### config.mk
export PLATFORM = sky130hd
export DESIGN_NAME = sprite_layer_gen
export DESIGN_NICKNAME = d
export VERILOG_FILES = /design/src/rtl/sprite_pkg.sv /design/src/rtl/sprite_hit.sv /design/src/rtl/sprite_layer_gen.sv
export SDC_FILE = /design/constraint.sdc
export NUM_CORES = 1
export LEC_CHECK = 0
export BUFFER_PORTS_ARGS = -buffer_cell sky130_fd_sc_hd__buf_2
export CORE_AREA = 2 2 91 93
export DETAILED_ROUTE_END_ITERATION = 7
export DIE_AREA = 0 0 93 95
export PLACE_DENSITY = 0.79
export SYNTH_ARGS = -nofsm -noshare
export SYNTH_HDL_FRONTEND = slang
export SYNTH_SLANG_ARGS = --single-unit
### constraint.sdc
create_clock -name clk -period 7.5 [get_ports clk]
set_input_delay 1.5 -clock clk [delete_from_list [all_inputs] [get_ports clk]]
set_output_delay 1.5 -clock clk [all_outputs]
set_load 0.02 [all_outputs]
### src/rtl/sprite_pkg.sv
// Shared widths and default geometry for the sprite layer generator.
package sprite_pkg;
  localparam int COORD_W   = 10;
  localparam int SUM_W     = 11;
  localparam int H_ACT_DEF = 640;
  localparam int V_ACT_DEF = 480;
  localparam int SPR_W_DEF = 30;
  localparam int SPR_H_DEF = 50;

  // True when two or more bits are set (clearing the lowest set bit leaves something).
  function automatic logic multi_hit(input logic [7:0] m);
    return (m & (m - 8'd1)) != 8'd0;
  endfunction
endpackage

### src/rtl/sprite_hit.sv
// Window compare for one sprite; edge sums carry an extra bit so a sprite near
// the right/bottom edge is clipped instead of wrapping back to column/row 0.
module sprite_hit
  import sprite_pkg::*;
#(
  parameter int SPR_W = SPR_W_DEF,
  parameter int SPR_H = SPR_H_DEF,
  parameter int H_ACT = H_ACT_DEF,
  parameter int V_ACT = V_ACT_DEF
) (
  input  logic [COORD_W-1:0] h_cnt,
  input  logic [COORD_W-1:0] v_cnt,
  input  logic [COORD_W-1:0] x,
  input  logic [COORD_W-1:0] y,
  input  logic               en,
  output logic               hit
);

  logic [SUM_W-1:0] x_end;
  logic [SUM_W-1:0] y_end;
  logic             in_x;
  logic             in_y;
  logic             in_act;

  assign x_end  = {1'b0, x} + SUM_W'(SPR_W);
  assign y_end  = {1'b0, y} + SUM_W'(SPR_H);
  assign in_x   = (h_cnt >= x) && ({1'b0, h_cnt} < x_end);
  assign in_y   = (v_cnt >= y) && ({1'b0, v_cnt} < y_end);
  assign in_act = ({1'b0, h_cnt} < SUM_W'(H_ACT)) && ({1'b0, v_cnt} < SUM_W'(V_ACT));
  assign hit    = en && in_x && in_y && in_act;

endmodule

### src/rtl/sprite_layer_gen.sv
// Sprite layer generator: frame-shadowed sprite positions, registered priority
// layer select and hit mask, and per-frame sprite collision reporting.
module sprite_layer_gen
  import sprite_pkg::*;
#(
  parameter int NUM_SPR = 2,
  parameter int SPR_W   = SPR_W_DEF,
  parameter int SPR_H   = SPR_H_DEF,
  parameter int H_ACT   = H_ACT_DEF,
  parameter int V_ACT   = V_ACT_DEF
) (
  input  logic                       clk,
  input  logic                       rst_n,
  input  logic [COORD_W-1:0]         h_cnt,
  input  logic [COORD_W-1:0]         v_cnt,
  input  logic [COORD_W*NUM_SPR-1:0] spr_x,
  input  logic [COORD_W*NUM_SPR-1:0] spr_y,
  input  logic [NUM_SPR-1:0]         spr_en,
  output logic [NUM_SPR:0]           layers,
  output logic [NUM_SPR-1:0]         hit_mask,
  output logic [NUM_SPR-1:0]         coll_frame,
  output logic                       coll_stb
);

  localparam int XW       = COORD_W * NUM_SPR;
  localparam int LAYERS_W = NUM_SPR + 1;

  logic                frame_tick;
  logic [XW-1:0]       x_sh_q, x_sh_d;
  logic [XW-1:0]       y_sh_q, y_sh_d;
  logic [NUM_SPR-1:0]  en_sh_q, en_sh_d;
  logic [NUM_SPR-1:0]  hit_d;
  logic [NUM_SPR-1:0]  hit_mask_q, hit_mask_d;
  logic [LAYERS_W-1:0] layers_q, layers_d;
  logic [NUM_SPR-1:0]  acc_q, acc_d;
  logic [NUM_SPR-1:0]  coll_frame_q, coll_frame_d;
  logic                coll_stb_q, coll_stb_d;
  logic [NUM_SPR-1:0]  coll_pix;

  assign frame_tick = (h_cnt == '0) && (v_cnt == '0);

  // The shadow next-value is also the effective position: live on the tick, held otherwise.
  always_comb begin
    x_sh_d  = frame_tick ? spr_x  : x_sh_q;
    y_sh_d  = frame_tick ? spr_y  : y_sh_q;
    en_sh_d = frame_tick ? spr_en : en_sh_q;
  end

  for (genvar g = 0; g < NUM_SPR; g++) begin : g_hit
    sprite_hit #(
      .SPR_W (SPR_W),
      .SPR_H (SPR_H),
      .H_ACT (H_ACT),
      .V_ACT (V_ACT)
    ) u_sprite_hit (
      .h_cnt (h_cnt),
      .v_cnt (v_cnt),
      .x     (x_sh_d[COORD_W*g +: COORD_W]),
      .y     (y_sh_d[COORD_W*g +: COORD_W]),
      .en    (en_sh_d[g]),
      .hit   (hit_d[g])
    );
  end

  // Descending scan so the lowest-index hit sprite wins.
  always_comb begin
    layers_d = LAYERS_W'(1);
    for (int i = NUM_SPR - 1; i >= 0; i--) begin
      if (hit_d[i]) layers_d = LAYERS_W'(1) << (i + 1);
    end
  end

  always_comb begin
    hit_mask_d   = hit_d;
    coll_pix     = multi_hit(8'(hit_d)) ? hit_d : '0;
    acc_d        = frame_tick ? coll_pix : (acc_q | coll_pix);
    coll_frame_d = frame_tick ? acc_q : coll_frame_q;
    coll_stb_d   = frame_tick;
  end

  always_ff @(posedge clk or negedge rst_n) begin
    if (!rst_n) begin
      x_sh_q       <= '0;
      y_sh_q       <= '0;
      en_sh_q      <= '0;
      hit_mask_q   <= '0;
      layers_q     <= LAYERS_W'(1);
      acc_q        <= '0;
      coll_frame_q <= '0;
      coll_stb_q   <= 1'b0;
    end else begin
      x_sh_q       <= x_sh_d;
      y_sh_q       <= y_sh_d;
      en_sh_q      <= en_sh_d;
      hit_mask_q   <= hit_mask_d;
      layers_q     <= layers_d;
      acc_q        <= acc_d;
      coll_frame_q <= coll_frame_d;
      coll_stb_q   <= coll_stb_d;
    end
  end

  assign layers     = layers_q;
  assign hit_mask   = hit_mask_q;
  assign coll_frame = coll_frame_q;
  assign coll_stb   = coll_stb_q;

endmodule

# [Yosys cells after proc, flatten, opt, wreduce, memory -nomap -nowiden]
# Cells that the tools add are included.
[totals] out_inout_bits=8 ff_bits=52 word_cells=47
[classes] muxes=7 bitwise_logic=2 n_reduce_logical=15 order_cmp=10 n_addsub=5
[op_table] op="$lt 10x11->1" n=4
[op_table] op="$ge 10x10->1" n=4
[op_table] op="$mux 20" n=2
[op_table] op="$add 10x5->11 const B" n=2
[op_table] op="$add 10x6->11 const B" n=2
[op_table] op="$logic_not 10->1" n=2
[op_table] op="$logic_and 1x1->1" n=12
[op_table] op="$lt 10x10->1 const B" n=1
[op_table] op="$lt 10x9->1 const B" n=1
[op_table] op="$and 2x8->8" n=1
[op_table] op="$reduce_bool 8->1" n=1
[op_table] op="$mux 2" n=3
[op_table] op="$mux 3" n=2
[op_table] op="$sub 2x1->3 const B" n=1
[op_table] op="$or 2x2->2" n=1

# [Logic depth before layout (Yosys ltp)]
# Gate-level depths: netlist (run 1).
[logic_depth] depth_word=15 depth_mapped=19 mapped_depth_nobuf=17

# [Cells and area by module]
# From an unflattened synthesis (run 1), not the netlist that was laid out.
[hier_totals] hier_cells=410 area_unflattened_um2=4466.8
[by_module_without_submodules] mod="sprite_layer_gen" n_inst=1 area_per_inst_um2=2122.0 cells_each=115 seq_area_each_um2=1277.5
[by_module_without_submodules] mod="sprite_hit (g_hit[1].u_sprite_hit)" n_inst=1 area_per_inst_um2=1174.9 cells_each=150 seq_area_each_um2=0.0
[by_module_without_submodules] mod="sprite_hit (g_hit[0].u_sprite_hit)" n_inst=1 area_per_inst_um2=1169.9 cells_each=145 seq_area_each_um2=0.0

# [Least setup slack after synthesis (run 1)]
# Ideal clock, no wire load.
[synth_timing] path_type="input -> register" from="input v_cnt[1]" to="register acc_q[0]" stages=19 t_required_ps=7434 n_path_buf=3 slack_ps=2504 t_arrival_ps=4930 cell_sequence="nor4_1 > and2_2 > nand2_4 > buf_4 > buf_2 > buf_2 > mux2i_1 > inv_1 > ha_1 > a21oi_1 > a21oi_1 > xnor2_1 > ha_1 > a21o_1 > a21o_1 > a21oi_1 > a32oi_1 > nor4b_4 > a22o_1"
[synth_between] word_cells_on_any_way=35
[synth_lines] item="start, declared" line_no="sprite_layer_gen.sv:15" rtl="input logic [COORD_W-1:0] v_cnt,"
[synth_lines] item="$logic_not 10->1 *" line_no="sprite_layer_gen.sv:40" rtl="assign frame_tick = (h_cnt == '0) && (v_cnt == '0);"
[synth_lines] item="$logic_and 1x1->1 *" line_no="sprite_layer_gen.sv:40"
[synth_lines] item="$mux 20 *" line_no="sprite_layer_gen.sv:45" rtl="y_sh_d = frame_tick ? spr_y : y_sh_q;"
[synth_lines] item="net g_hit[0].u_sprite_hit.y[2]" line_no="sprite_hit.sv:14" rtl="input logic [COORD_W-1:0] y,"
[synth_lines] item="$add 10x6->11" line_no="sprite_hit.sv:26" rtl="assign y_end = {1'b0, y} + SUM_W'(SPR_H);"
[synth_lines] item="$lt 10x11->1" line_no="sprite_hit.sv:28" rtl="assign in_y = (v_cnt >= y) && ({1'b0, v_cnt} < y_end);"
[synth_lines] item="$logic_and 1x1->1 *" line_no="sprite_hit.sv:28"
[synth_lines] item="$logic_and 1x1->1 * (2 in series)" line_no="sprite_hit.sv:30" rtl="assign hit = en && in_x && in_y && in_act;"
[synth_lines] item="net g_hit[0].u_sprite_hit.hit" line_no="sprite_hit.sv:16" rtl="output logic hit"
[synth_lines] item="$sub 2x1->3" line_no="sprite_pkg.sv:12" rtl="return (m & (m - 8'd1)) != 8'd0;"
[synth_lines] item="$and 2x8->8" line_no="sprite_pkg.sv:12"
[synth_lines] item="$reduce_bool 8->1" line_no="sprite_pkg.sv:12"
[synth_lines] item="$mux 2 *" line_no="sprite_layer_gen.sv:75" rtl="coll_pix = multi_hit(8'(hit_d)) ? hit_d : '0;"
[synth_lines] item="$or 2x2->2" line_no="sprite_layer_gen.sv:76" rtl="acc_d = frame_tick ? coll_pix : (acc_q | coll_pix);"
[synth_lines] item="$mux 2 *" line_no="sprite_layer_gen.sv:76"
[synth_lines] item="net acc_d[0]" line_no="sprite_layer_gen.sv:35" rtl="logic [NUM_SPR-1:0] acc_q, acc_d;"
[synth_lines] item="end signal, assigned" line_no="sprite_layer_gen.sv:88" rtl="acc_q <= '0;"
[synth_lines] item="end signal, assigned" line_no="sprite_layer_gen.sv:97" rtl="acc_q <= acc_d;"
[synth_lines] item="end, declared" line_no="sprite_layer_gen.sv:35"
# Mark *: on every way through the listed nets, which the timed path passes. The rest lies on a longest branch.
# A chain may end at the register's enable or synchronous reset.

# [Worst setup path after layout (run 1)]
[layout_timing] from="input v_cnt[1]" to="register layers_q[2] (netlist: layers[2])"
[layout_between] word_cells_on_any_way=31
[layout_lines] item="$logic_not 10->1 *" line_no="sprite_layer_gen.sv:40"
[layout_lines] item="$logic_and 1x1->1 *" line_no="sprite_layer_gen.sv:40"
[layout_lines] item="$mux 20 *" line_no="sprite_layer_gen.sv:45"
[layout_lines] item="net g_hit[1].u_sprite_hit.y[3]" line_no="sprite_hit.sv:14"
[layout_lines] item="$add 10x6->11" line_no="sprite_hit.sv:26"
[layout_lines] item="$lt 10x11->1" line_no="sprite_hit.sv:28"
[layout_lines] item="$logic_and 1x1->1 *" line_no="sprite_hit.sv:28"
[layout_lines] item="$logic_and 1x1->1 * (2 in series)" line_no="sprite_hit.sv:30"
[layout_lines] item="net g_hit[1].u_sprite_hit.hit" line_no="sprite_hit.sv:16"
[layout_lines] item="$mux 3 * (2 in series)" line_no="sprite_layer_gen.sv:69" rtl="if (hit_d[i]) layers_d = LAYERS_W'(1) << (i + 1);"
[layout_lines] item="net layers_d[2]" line_no="sprite_layer_gen.sv:34" rtl="logic [LAYERS_W-1:0] layers_q, layers_d;"
[layout_lines] item="end signal, assigned" line_no="sprite_layer_gen.sv:96" rtl="layers_q <= layers_d;"
[layout_lines] item="end, declared" line_no="sprite_layer_gen.sv:34"
# Marks and branches as above.

==> reports/results.ini, run 1 <==
[cts]
cts_tree = done
cts_buffer_depth = 2
clock-sinks = 51
clock-root-buffer = clkbuf_8
clk_latency_ns = 0.32
postCtsSetupBuffers = 0
cts.repair.resized = 0
cts_made_buffers = 5
htreeDepth = 2
path_clk_slew_ns = 0.11
hold_buffers = 0

[synthesis]
netlist_area_mm2 = 0.00455
async_flop_share_pct = 100
synthCells = 484
synthDistinctLibCells = 62
ys_seq_area_share_pct = 28.1
synth_ff_type = dfrtp_1
yosysWarnings = 0
synth_edf_count = 0
syn_avg_cell_area_um2 = 9.40
ys_seq_elements = 51
syn_nets = 625

[power]
power_leakage_nw = 2.67
switching_share_pct = 28.8
p_comb_share_pct = 16.7
clockPowerShare_pct = 32.2
p_total_w = 0.000538
p_int_w = 0.000383
peakVddDrop_mv = 0.0866
switching_power_w = 0.000155
p_seq_share_pct = 51.1
powerDensity_mw_per_mm2 = 106

[routing]
vias_per_cell = 5.83
first_pass_iters = 4
drc = 0
antenna_left = 0
wl_um = 10900
drt_iter0_markers = 184
wl_per_cell_um = 16.6
vias = 3841

[timing]
slew_headroom_pct = 41.7
rsz0062_at_grt = no
fmax_mhz = 177
min_period_over_period_pct = 75.5
finalSetupViolCount = 0
setup-tns-final_ns = 0
drv_slew = 0
fin_crit_ns = 5.67
final_hold_viol_count = 0
fin_hold_ws_ns = 0.487
fin_skew_ns = 0.0121
worst_slew_pin_slew_ns = 0.863

[outcome]
status = complete, no violations

[global_route]
grtUsageTotal_pct = 26.7
grt_overflow = 0
antenna_found_initial = 0
grt_first_pass_wirelength_um = 18700
grt_pass1_vias = 4079
grt_max_degree = 52

[finish]
num-nets-final = 694
n_fill_cell = 686
antennaDiodeCount = 0
fin_cells = 659
drive_above_1_share_pct = 18.6
register_area_mm2 = 0.00128
multi_input_area_mm2 = 0.00304
syn_to_final_growth_pct = 11.6
fin_area_mm2 = 0.00508

[die]
rows = 33
die_y_um = 95
core_mm2 = 0.00793
dieArea_mm2 = 0.00884
chipWidth_um = 93
io_pins = 72
start_util_pct = 57.4

[worst_setup_path]
reg2reg_to = acc_q[0]$_DFF_PN0_
r2r-start = x_sh_q[1]$_DFF_PN0_
path_class = in2reg
crit_required_ns = 7.76
cp.arrival_ns = 5.93
cp_max_fo = 50
start_kind = input pin
cp-end-kind = flip-flop
reg2regPathDepth = 13
r2r_slack_ns = 4.27

[placed_design]
io_buffers = 71
dp_cells = 651
dp_hpwl_um = 8670
place_area_mm2 = 0.00498
place_congestion = 0.975

[hold_path]
worstHoldStart = y_sh_q[10]$_DFF_PN0_
worst_hold_path.num_cells = 2
min_path_type = reg2reg
hold_end = y_sh_q[10]$_DFF_PN0_

[job]
cap_violations = 0

==> metal layers <==
layer / GRT usage (%) / share of wire (%) / vias up
met5: 0 / 0 / -
li1: - / - / 1894
met4: 8.33 / 2.1 / 0
met3: 3.59 / 3.9 / 18
met1: 31.9 / 42 / 1834
met2: 49.6 / 52 / 95
==> how the worst max path moves through the flow <==
stage | start | endpoint | slack, ns | cells after the start
2_1_floorplan | v_cnt[1] | acc_q[0]$_DFF_PN0_ | 2.50 | 19
3_3_place_gp | v_cnt[1] | layers[2]$_DFF_PN0_ | 1.74 | 15
3_5_place_dp | v_cnt[1] | layers[2]$_DFF_PN0_ | 1.59 | 15
4_1_cts | v_cnt[1] | layers[2]$_DFF_PN0_ | 1.89 | 15
5_1_grt | v_cnt[1] | layers[2]$_DFF_PN0_ | 1.60 | 15
6_report | v_cnt[1] | layers[2]$_DFF_PN0_ | 1.83 | 15
==> metrics by stage <==
step / worst slack [ns] / utilization (%)
6_report: 1.83 / 64.0
5_1_grt: 1.60 / 64.0
4_1_cts: 1.89 / 64.0
2_1_floorplan: 2.50 / -
3_3_place_gp: 1.74 / 62.8
3_5_place_dp: 1.59 / 62.8
==> kinds of logic after synthesis <==
family | after synthesis | synth area share, %
AND/OR/NAND/NOR | 130 | 15.1
AO/OA/AOI/OAI | 103 | 15.8
adder cells (fa/ha/maj) | 77 | 21.2
buffers and inverters | 53 | 5.09
flip-flops | 51 | 28.1
multiplexers | 39 | 8.83
XOR/XNOR | 31 | 5.97
==> worst max-delay path, stage by stage <==
cell       delay (ns)
buf_2            0.13
nor4_1           0.48
and2_2           0.30
nand2_4          0.39
clkinv_4         0.48
mux2_2           0.42
a21oi_1          0.31
xnor2_1          0.11
ha_1             0.20
a2111oi_0        0.47
a221o_1          0.24
a21oi_1          0.10
a2bb2oi_4        0.16
nor4b_4          0.41
nor2b_1          0.19
==> synth_stat cells, drive strengths merged (3+ instances only) <==
cell type	count	area, um^2
nor4b	3	56.3
o31ai	5	51.3
a31oi	3	18.8
xnor2	25	219
a211oi	9	67.6
or4	3	27.5
nor2	16	60.1
a21o	6	45.0
o41ai	3	26.3
clkbuf	3	11.3
and3	4	26.3
a2111oi	3	26.3
dfrtp	50	1250
o21ai	24	120
nor3b	4	30.0
o21bai	4	30.0
nand3	14	70.1
mux2i	30	300
o21a	8	60.1
o211ai	4	30.0
a21oi	18	90.1
nor4	8	68.8
a311oi	3	26.3
xor2	6	52.6
ha	77	963
nand2	61	236
nor2b	5	31.3
mux2	9	101
buf	7	53.8
inv	42	158
==> area by class of cell <==
type | count | share of cell area [%]
multi-input cells | 380 | 59.9
repair buffers | 72 | 7.15
clock buffers | 5 | 1.36
inverters | 43 | 3.28
flip-flops and latches | 51 | 25.2
well taps | 105 | 2.59
clock inverters | 3 | 0.567
==> layout by cell type, fill, tap and decap left out, drive strengths merged, types with 8 or more instances in the layout <==
cell     n
o21a     8
a211oi   9
inv     43
nand2   61
dfrtp   50
nor4     8
a21oi   18
buf     72
ha      77
nand3   14
o21ai   24
nor2    16
xnor2   25
mux2i   30
mux2     9
==> power groups by stage <==
| stage | Combinational (W) | Clock (W) | Sequential, W |
|---|---|---|---|
| finish | 0.0000899 | 0.000173 | 0.000275 |
| global route | 0.000103 | 0.000189 | 0.000275 |
| CTS | 0.0000899 | 0.000177 | 0.000275 |
| detailed placement | 0.0000891 | 0 | 0.000280 |
| global placement | 0.0000862 | 0 | 0.000280 |
| floorplan | 0.0000423 | 0 | 0.000280 |
==> state kept, by name, summed over array words and instances, names as in the netlist <==
| signal | flops |
|---|---|
| en_sh_q | 2 |
| hit_mask | 1 |
| x_sh_q | 20 |
| layers | 3 |
| y_sh_q | 20 |
| coll_frame | 2 |
| acc_q | 2 |
| coll_stb | 1 |
(Power assumes the default switching activity.)
==> run 2: changes to the inputs <==
--- a/config.mk
+++ b/config.mk
@@ -5,11 +5,12 @@
 export SDC_FILE = /design/constraint.sdc
 export NUM_CORES = 1
 export LEC_CHECK = 0
+export ABC_AREA = 1
 export BUFFER_PORTS_ARGS = -buffer_cell sky130_fd_sc_hd__buf_2
-export CORE_AREA = 2 2 91 93
+export CORE_AREA = 2 2 97 99
 export DETAILED_ROUTE_END_ITERATION = 7
-export DIE_AREA = 0 0 93 95
-export PLACE_DENSITY = 0.79
+export DIE_AREA = 0 0 99 101
+export PLACE_DENSITY = 0.72
 export SYNTH_ARGS = -nofsm -noshare
 export SYNTH_HDL_FRONTEND = slang
 export SYNTH_SLANG_ARGS = --single-unit
==> constraint.sdc (replaced) <==
create_clock -name clk -period 4.95 [get_ports clk]
set_input_delay 0.99 -clock clk [delete_from_list [all_inputs] [get_ports clk]]
set_output_delay 0.99 -clock clk [all_outputs]
set_load 0.02 [all_outputs]
==> run 2 against run 1 <==
Effect of this change: wire length shrank 1.7%; clock-buffer cell count is the same; global-route usage shrank 4.0 points; combinational power grew 45%; largest power group unchanged.
==> reports/results.ini, run 2 <==
[outcome]
status = complete, no violations

[cts]
cts_made_buffers = 5  ; unchanged
cts_buffer_depth = 2  ; unchanged
clock-root-buffer = clkbuf_8
hold_buffers = 0  ; unchanged
cts_tree = done
path_clk_slew_ns = 0.10  ; about the same
htreeDepth = 2  ; unchanged
clock-sinks = 51  ; unchanged
postCtsSetupBuffers = 0  ; unchanged
cts.repair.resized = 0  ; unchanged
clk_latency_ns = 0.31  ; about the same

[worst_setup_path]
start_kind = input pin
path_buf_inv = 2  ; unchanged
cp_top_family = simple AND/OR/NAND/NOR gates
slowest_delay_ns = 0.28  ; -0.20 ns
path_cells = buf_2, nor2_1, nand2_1, nor2_8, nand3_4, buf_4, nand2_1, nand2_1, nor2_1, nand2_1, nand2_1, xor2_1, ha_1, a21oi_1, o21a_1, o21ai_0, nand3_1, nand2_1, nand2_1, nand2_1, nand2_1, nand3_2, nor2_4, nor2b_4
crit_required_ns = 5.20  ; -2.56 ns
path_class = in2reg
cp-end-kind = flip-flop
cp.arrival_ns = 4.40  ; -1.53 ns
cp_max_fo = 40  ; -20%
slowest_stage = ha_1
cpMostUsedCell = nand2_1

[global_route]
grt_overflow = 0  ; unchanged
grt_first_pass_wirelength_um = 18300  ; -2.0%
grtUsageTotal_pct = 22.7  ; -4.0 points
grt_max_degree = 49  ; -5.8%
antenna_found_initial = 0  ; unchanged
grt_pass1_vias = 3805  ; -6.7%

[routing]
wl_per_cell_um = 13.9  ; -16%
drt_iter0_markers = 194  ; +5.4%
first_pass_iters = 5  ; +1
wl_met2_um = 4930  ; -12%
wl_met1_um = 4900  ; +5.6%
antenna_left = 0  ; unchanged
highest_layer = met4
vias_per_cell = 5.18  ; -11%
drc = 0  ; unchanged
wl_met3_um = 622  ; +45%
wl_um = 10700  ; -1.7%
vias = 3988  ; +3.8%

[finish]
fin_area_mm2 = 0.00505  ; -0.49%
antennaDiodeCount = 0  ; unchanged
fin_cells = 770  ; +17%
n_fill_cell = 856  ; +25%
final_common_cell = nand2_1
num-nets-final = 799  ; +15%
syn_to_final_growth_pct = 11.7
layout_common_cells = nand2_1, ha_1, inv_1
drive_above_1_share_pct = 16.4  ; -2.2 points

[power]
switching_power_w = 0.000230  ; +49%
power_leakage_nw = 2.73  ; +1.9%
powerDensity_mw_per_mm2 = 159  ; +50%
p_total_w = 0.000804  ; +49%
clockPowerShare_pct = 32.1  ; about the same
peakVddDrop_mv = 0.0946  ; +9.2%
p_comb_share_pct = 16.1  ; -0.6 points
p_seq_share_pct = 51.8  ; +0.7 points
p_int_w = 0.000574  ; +50%
switching_share_pct = 28.6  ; -0.15 points

[timing]
fmax_mhz = 241
worst_slew_pin_slew_ns = 0.617  ; -0.246 ns
finalSetupViolCount = 0  ; unchanged
fin_hold_ws_ns = 0.475  ; -0.0122 ns
drv_slew = 0  ; unchanged
fin_skew_ns = 0.00237  ; -0.00977 ns
final_hold_viol_count = 0  ; unchanged
min_period_over_period_pct = 83.7
slew_headroom_pct = 58.9  ; +17 points
rsz0062_at_grt = no
setup-tns-final_ns = 0  ; unchanged
fin_crit_ns = 4.15

[synthesis]
async_flop_share_pct = 100  ; unchanged
ys_seq_area_share_pct = 28.3  ; +0.18 points
yosysWarnings = 0  ; unchanged
yosysMostFrequentCell = nand2_1
syn_nets = 728  ; +16%
netlist_area_mm2 = 0.00452  ; -0.63%
ys_seq_elements = 51  ; unchanged
synthDistinctLibCells = 41  ; -34%
syn_avg_cell_area_um2 = 7.70  ; -18%
synth_top_cell_area_share_pct = 27.7  ; +0.17 points
yosysTopAreaCell = dfrtp_1
synthCells = 587  ; +21%
synth_ff_type = dfrtp_1
synthTopCellsByCount = nand2_1, ha_1, inv_1
synth_edf_count = 0  ; unchanged
synthTopCellsByArea = dfrtp_1, ha_1, nand2_1

[placed_design]
dp_hpwl_um = 8840  ; +2.0%
place_area_mm2 = 0.00496  ; -0.45%
io_buffers = 71  ; unchanged
place_congestion = 0.900  ; -7.8%
dp_cells = 762  ; +17%

[die]
start_util_pct = 50.4  ; -7.0 points
io_pins = 72  ; unchanged
chipWidth_um = 99  ; +6.5%
dieArea_mm2 = 0.0100  ; +13%
die_y_um = 101  ; +6.3%
core_mm2 = 0.00898  ; +13%
rows = 35  ; +6.1%

[job]
cap_violations = 0  ; unchanged

[hold_path]
min_path_type = in2async

## run 2: cell types whose count changed after synthesis, moves of 7 or more
cell,before,now
nor2_1,16,38
xor2_1,6,18
nand2_2,0,7
a211oi_1,9,1
nand2_1,60,157
o21ai_0,24,16
o21ai_1,0,12
inv_1,42,76
a21oi_1,18,38
nand4_1,2,25
xnor2_1,25,3
mux2i_1,30,0
mux2_2,8,0
## run 2: logic make-up (layout without fill, tap and decap cells)
kind of cell,Yosys count,after routing,share of synthesized area (%)
simple gates,262,262,26.5
fa+ha+maj,77,77,21.3
xor+xnor,21,21,4.07
flops,51,51,28.3
buf+inv,89,161,8.52
compound gates,87,87,11.3
## run 2: worst reg2reg max path: stages (launching register included)
cell and delay [ns]:
dfrtp_1 0.39, nand2_1 0.08, nand2_1 0.10, nor2_1 0.24, nand2_1 0.15, nand2_1 0.14, xor2_1 0.17, ha_1 0.28
a21oi_1 0.17, o21a_1 0.14, o21ai_0 0.13, nand3_1 0.10, nand2_1 0.05, nand2_1 0.05, nand2_1 0.04, nand2_1 0.08
nand3_2 0.09, nor2_4 0.13, nor2b_4 0.15
## run 2: layout make-up
cell class / instances / area (um^2) / share of cell area [%]
inverter: 77 / 289 / 5.72
sequential: 51 / 1280 / 25.3
tap: 111 / 139 / 2.75
clock buffer: 5 / 68.8 / 1.36
timing repair buffer: 76 / 393 / 7.78
clock inverter: 3 / 26.3 / 0.520
multi-input combinational: 447 / 2860 / 56.6
## run 2: path summary, 6_finish.rpt
path	cells past startpoint	slack (ns)	start	endpoint
setup reg to reg	18	2.23	x_sh_q[12]$_DFF_PN0_	layers[2]$_DFF_PN0_
max in group asynchronous	2	3.66	rst_n	y_sh_q[17]$_DFF_PN0_
setup / recovery	24	0.80	v_cnt[5]	layers[2]$_DFF_PN0_
hold reg to reg	2	0.48	coll_frame[1]$_DFFE_PN0N_	coll_frame[1]$_DFFE_PN0N_
hold / removal	1	0.47	rst_n	y_sh_q[14]$_DFF_PN0_
min in group clk	2	0.48	coll_frame[1]$_DFFE_PN0N_	coll_frame[1]$_DFFE_PN0N_
## run 2: power groups by stage
stage,registers [W],logic [W],clock network [W]
2_1_floorplan,0.000425,0.0000639,0
3_3_place_gp,0.000425,0.000126,0
3_5_place_dp,0.000425,0.000130,0
4_1_cts,0.000416,0.000131,0.000266
5_1_grt,0.000416,0.000149,0.000281
6_report,0.000416,0.000130,0.000258
## run 2: through the flow
stage | worst slack (ns) | util (%)
3_5_place_dp | 0.533 | 55.2
2_1_floorplan | 1.27 | -
4_1_cts | 0.848 | 56.3
5_1_grt | 0.431 | 56.3
6_report | 0.805 | 56.3
3_3_place_gp | 0.609 | 55.2
## run 2: routing by layer
layer  track usage (%)  vias to the layer above
li1                  -                     2079
met4              7.80                        0
met3              2.84                       17
met2              37.3                      101
met5                 0                        -
met1              31.0                     1791
==> run 3: changes to the inputs <==
--- a/config.mk
+++ b/config.mk
@@ -7,10 +7,10 @@
 export LEC_CHECK = 0
 export ABC_AREA = 1
 export BUFFER_PORTS_ARGS = -buffer_cell sky130_fd_sc_hd__buf_2
-export CORE_AREA = 2 2 97 99
+export CORE_AREA = 2 2 92 94
 export DETAILED_ROUTE_END_ITERATION = 7
-export DIE_AREA = 0 0 99 101
-export PLACE_DENSITY = 0.72
+export DIE_AREA = 0 0 94 96
+export PLACE_DENSITY = 0.77
 export SYNTH_ARGS = -nofsm -noshare
 export SYNTH_HDL_FRONTEND = slang
 export SYNTH_SLANG_ARGS = --single-unit
==> constraint.sdc (replaced) <==
create_clock -name clk -period 3.87 [get_ports clk]
set_input_delay 0.774 -clock clk [delete_from_list [all_inputs] [get_ports clk]]
set_output_delay 0.774 -clock clk [all_outputs]
set_load 0.02 [all_outputs]
==> run 3 against run 2 <==
Effect of this change: worst setup slack worse by 0.52 ns; cell count up 2.7%; clock-buffer cell count grew 1; first-iteration DRC count fell by 3.1%; total power up 39%; via count grew 7.2%; register-to-register slack worse by 0.93 ns; global-route usage increased by 3.7 points; critical path type unchanged; largest power group unchanged.
==> reports/results.ini, run 3 (synthesized netlist as in run 2, its figures left out) <==
[die]
dieArea_mm2 = 0.00902  ; -9.8%
start_util_pct = 56.2  ; +5.8 points
core_mm2 = 0.00805  ; -10%
rows = 33  ; -5.7%
chipWidth_um = 94  ; -5.1%
io_pins = 72  ; unchanged
die_y_um = 96  ; -5.0%

[finish]
drive_above_1_share_pct = 20.0  ; +3.6 points
fin_cells = 791  ; +2.7%
syn_to_final_growth_pct = 17.4
layout_common_cells = nand2_1, ha_1, inv_1
final_common_cell = nand2_1
num-nets-final = 826  ; +3.4%
antennaDiodeCount = 0  ; unchanged
final_core_util_pct = 65.9  ; +9.6 points

[worst_setup_path]
slowest_delay_ns = 0.30  ; +0.02 ns
cpMostUsedCell = nand2_1
crit_required_ns = 4.13  ; -1.07 ns
start_kind = input pin
slowest_stage = o21ai_1
path_class = in2reg
path_buf_inv = 2  ; unchanged
cp.arrival_ns = 3.84  ; -0.56 ns
cp-end-kind = flip-flop
cp_max_fo = 14  ; -65%
path_cells = buf_2, nor2_1, nand2_1, nor2_8, nand3_4, buf_4, o21ai_1, nand3_2, nand2_2, xor2_1, ha_1, a21oi_1, o21a_1, o21ai_0, nand3_1, nand2_1, a21o_1, nand2_1, nand2_1, nor2_4, nand2_2, nand2_1
cp_top_family = simple AND/OR/NAND/NOR gates

[global_route]
antenna_found_initial = 0  ; unchanged
grt_overflow = 0  ; unchanged
grt_pass1_vias = 4064  ; +6.8%
grt_first_pass_wirelength_um = 18700  ; +2.0%
grtUsageTotal_pct = 26.4  ; +3.7 points
grt_max_degree = 32  ; -35%

[placed_design]
pre_cts_ws_ns = -0.0426  ; -0.576 ns
dp_hpwl_um = 9170  ; +3.7%
place_congestion = 0.895  ; -0.49%
dp_cells = 783  ; +2.8%
io_buffers = 71  ; unchanged

[cts]
htreeDepth = 2  ; unchanged
cts_buffer_depth = 2  ; unchanged
hold_buffers = 0  ; unchanged
cts_tree = done
clock-root-buffer = clkbuf_8
cts_made_buffers = 5  ; unchanged
path_clk_slew_ns = 0.10  ; about the same
clk_latency_ns = 0.31  ; about the same
clock-sinks = 51  ; unchanged

[timing]
drv_slew = 0  ; unchanged
finalSetupViolCount = 0  ; unchanged
worst_slew_pin_slew_ns = 0.654  ; +0.0369 ns
fin_skew_ns = 0.00773  ; +0.00536 ns
min_period_over_period_pct = 92.5
fin_hold_ws_ns = 0.467  ; -0.00769 ns
final_hold_viol_count = 0  ; unchanged
fin_crit_ns = 3.58
fmax_mhz = 279
rsz0062_at_grt = no
fin_ws_ns = 0.289  ; -0.516 ns
slew_headroom_pct = 56.4  ; -2.5 points

[routing]
drt_iter0_markers = 188  ; -3.1%
antenna_left = 0  ; unchanged
wl_um = 11300  ; +4.8%
vias_per_cell = 5.41  ; +4.4%
wl_per_cell_um = 14.2  ; +2.0%
drc = 0  ; unchanged
first_pass_iters = 4  ; -1
vias = 4277  ; +7.2%

[power]
p_int_w = 0.000825  ; +44%
clockPowerShare_pct = 36.3  ; +4.2 points
powerDensity_mw_per_mm2 = 211  ; +33%
p_comb_share_pct = 16.1  ; about the same
power_leakage_nw = 2.89  ; +6.0%
p_seq_share_pct = 47.6  ; -4.2 points
switching_power_w = 0.000295  ; +28%
switching_share_pct = 26.3  ; -2.3 points
peakVddDrop_mv = 0.156  ; +65%
p_total_w = 0.00112  ; +39%

[hold_path]
min_path_type = in2async

[job]
cap_violations = 0  ; unchanged

[outcome]
status = complete, no violations

[run 3: worst reg2reg max path, cell delays in order (launching register included)]
cell and delay [ns]:
dfrtp_1 0.39, nand2_1 0.09, nand2_1 0.12, nor2_4 0.17, nand2_1 0.11, nand2_1 0.12, xor2_1 0.16, ha_1 0.28
a21oi_1 0.16, o21a_1 0.12, o21ai_0 0.10, nand3_1 0.09, nand2_1 0.05, nand2_1 0.05, nand2_1 0.05, nand2_1 0.08
nand3_2 0.10, nor2_4 0.13, nor2b_4 0.15
[run 3: through the flow]
stage / TNS (ns) / cell area, um^2
after global placement: 0 / 5180
after CTS: 0 / 5300
after global routing: 0 / 5310
after detailed placement: -0.0610 / 5180
after floorplan: 0 / 4520
final: 0 / 5310
[run 3: what timing repair did]
action / in CTS / in global routing
gates resized for setup: 0 / 3
setup endpoints to repair: 0 / 5
buffers inserted: 0 / 0
[run 3: area by class of cell]
class | instances | area [um^2]
clock buffer | 6 | 82.6
tap | 105 | 131
clock inverter | 2 | 38.8
fill | 690 | 2740
timing repair buffer | 103 | 621
sequential | 51 | 1280
inverter | 77 | 289
multi-input combinational | 447 | 2870
[run 3: power by group through the flow]
| stage | Sequential [W] | Clock, W | Combinational (W) |
|---|---|---|---|
| finish | 0.000533 | 0.000407 | 0.000181 |
| global route | 0.000533 | 0.000441 | 0.000206 |
| global placement | 0.000543 | 0 | 0.000172 |
| floorplan | 0.000543 | 0 | 0.0000818 |
| detailed placement | 0.000543 | 0 | 0.000180 |
| CTS | 0.000533 | 0.000412 | 0.000181 |
[run 3: path summary, 6_finish.rpt]
path	from	end	slack (ns)	cells past startpoint
max in group asynchronous	rst_n	y_sh_q[9]$_DFF_PN0_	2.59	2
min in group clk	en_sh_q[1]$_DFF_PN0_	en_sh_q[1]$_DFF_PN0_	0.49	2
max	v_cnt[5]	acc_q[1]$_DFF_PN0_	0.29	22
max reg2reg	x_sh_q[12]$_DFF_PN0_	layers[2]$_DFF_PN0_	1.30	18
min	rst_n	y_sh_q[10]$_DFF_PN0_	0.47	1
min reg2reg	en_sh_q[1]$_DFF_PN0_	en_sh_q[1]$_DFF_PN0_	0.49	2
[run 3: layer usage]
layer | global-route usage [%] | share of wire, %
met3 | 3.68 | 4.9
met5 | 0 | 0
met1 | 34.7 | 45
met2 | 46.0 | 48
met4 | 7.25 | 1.7
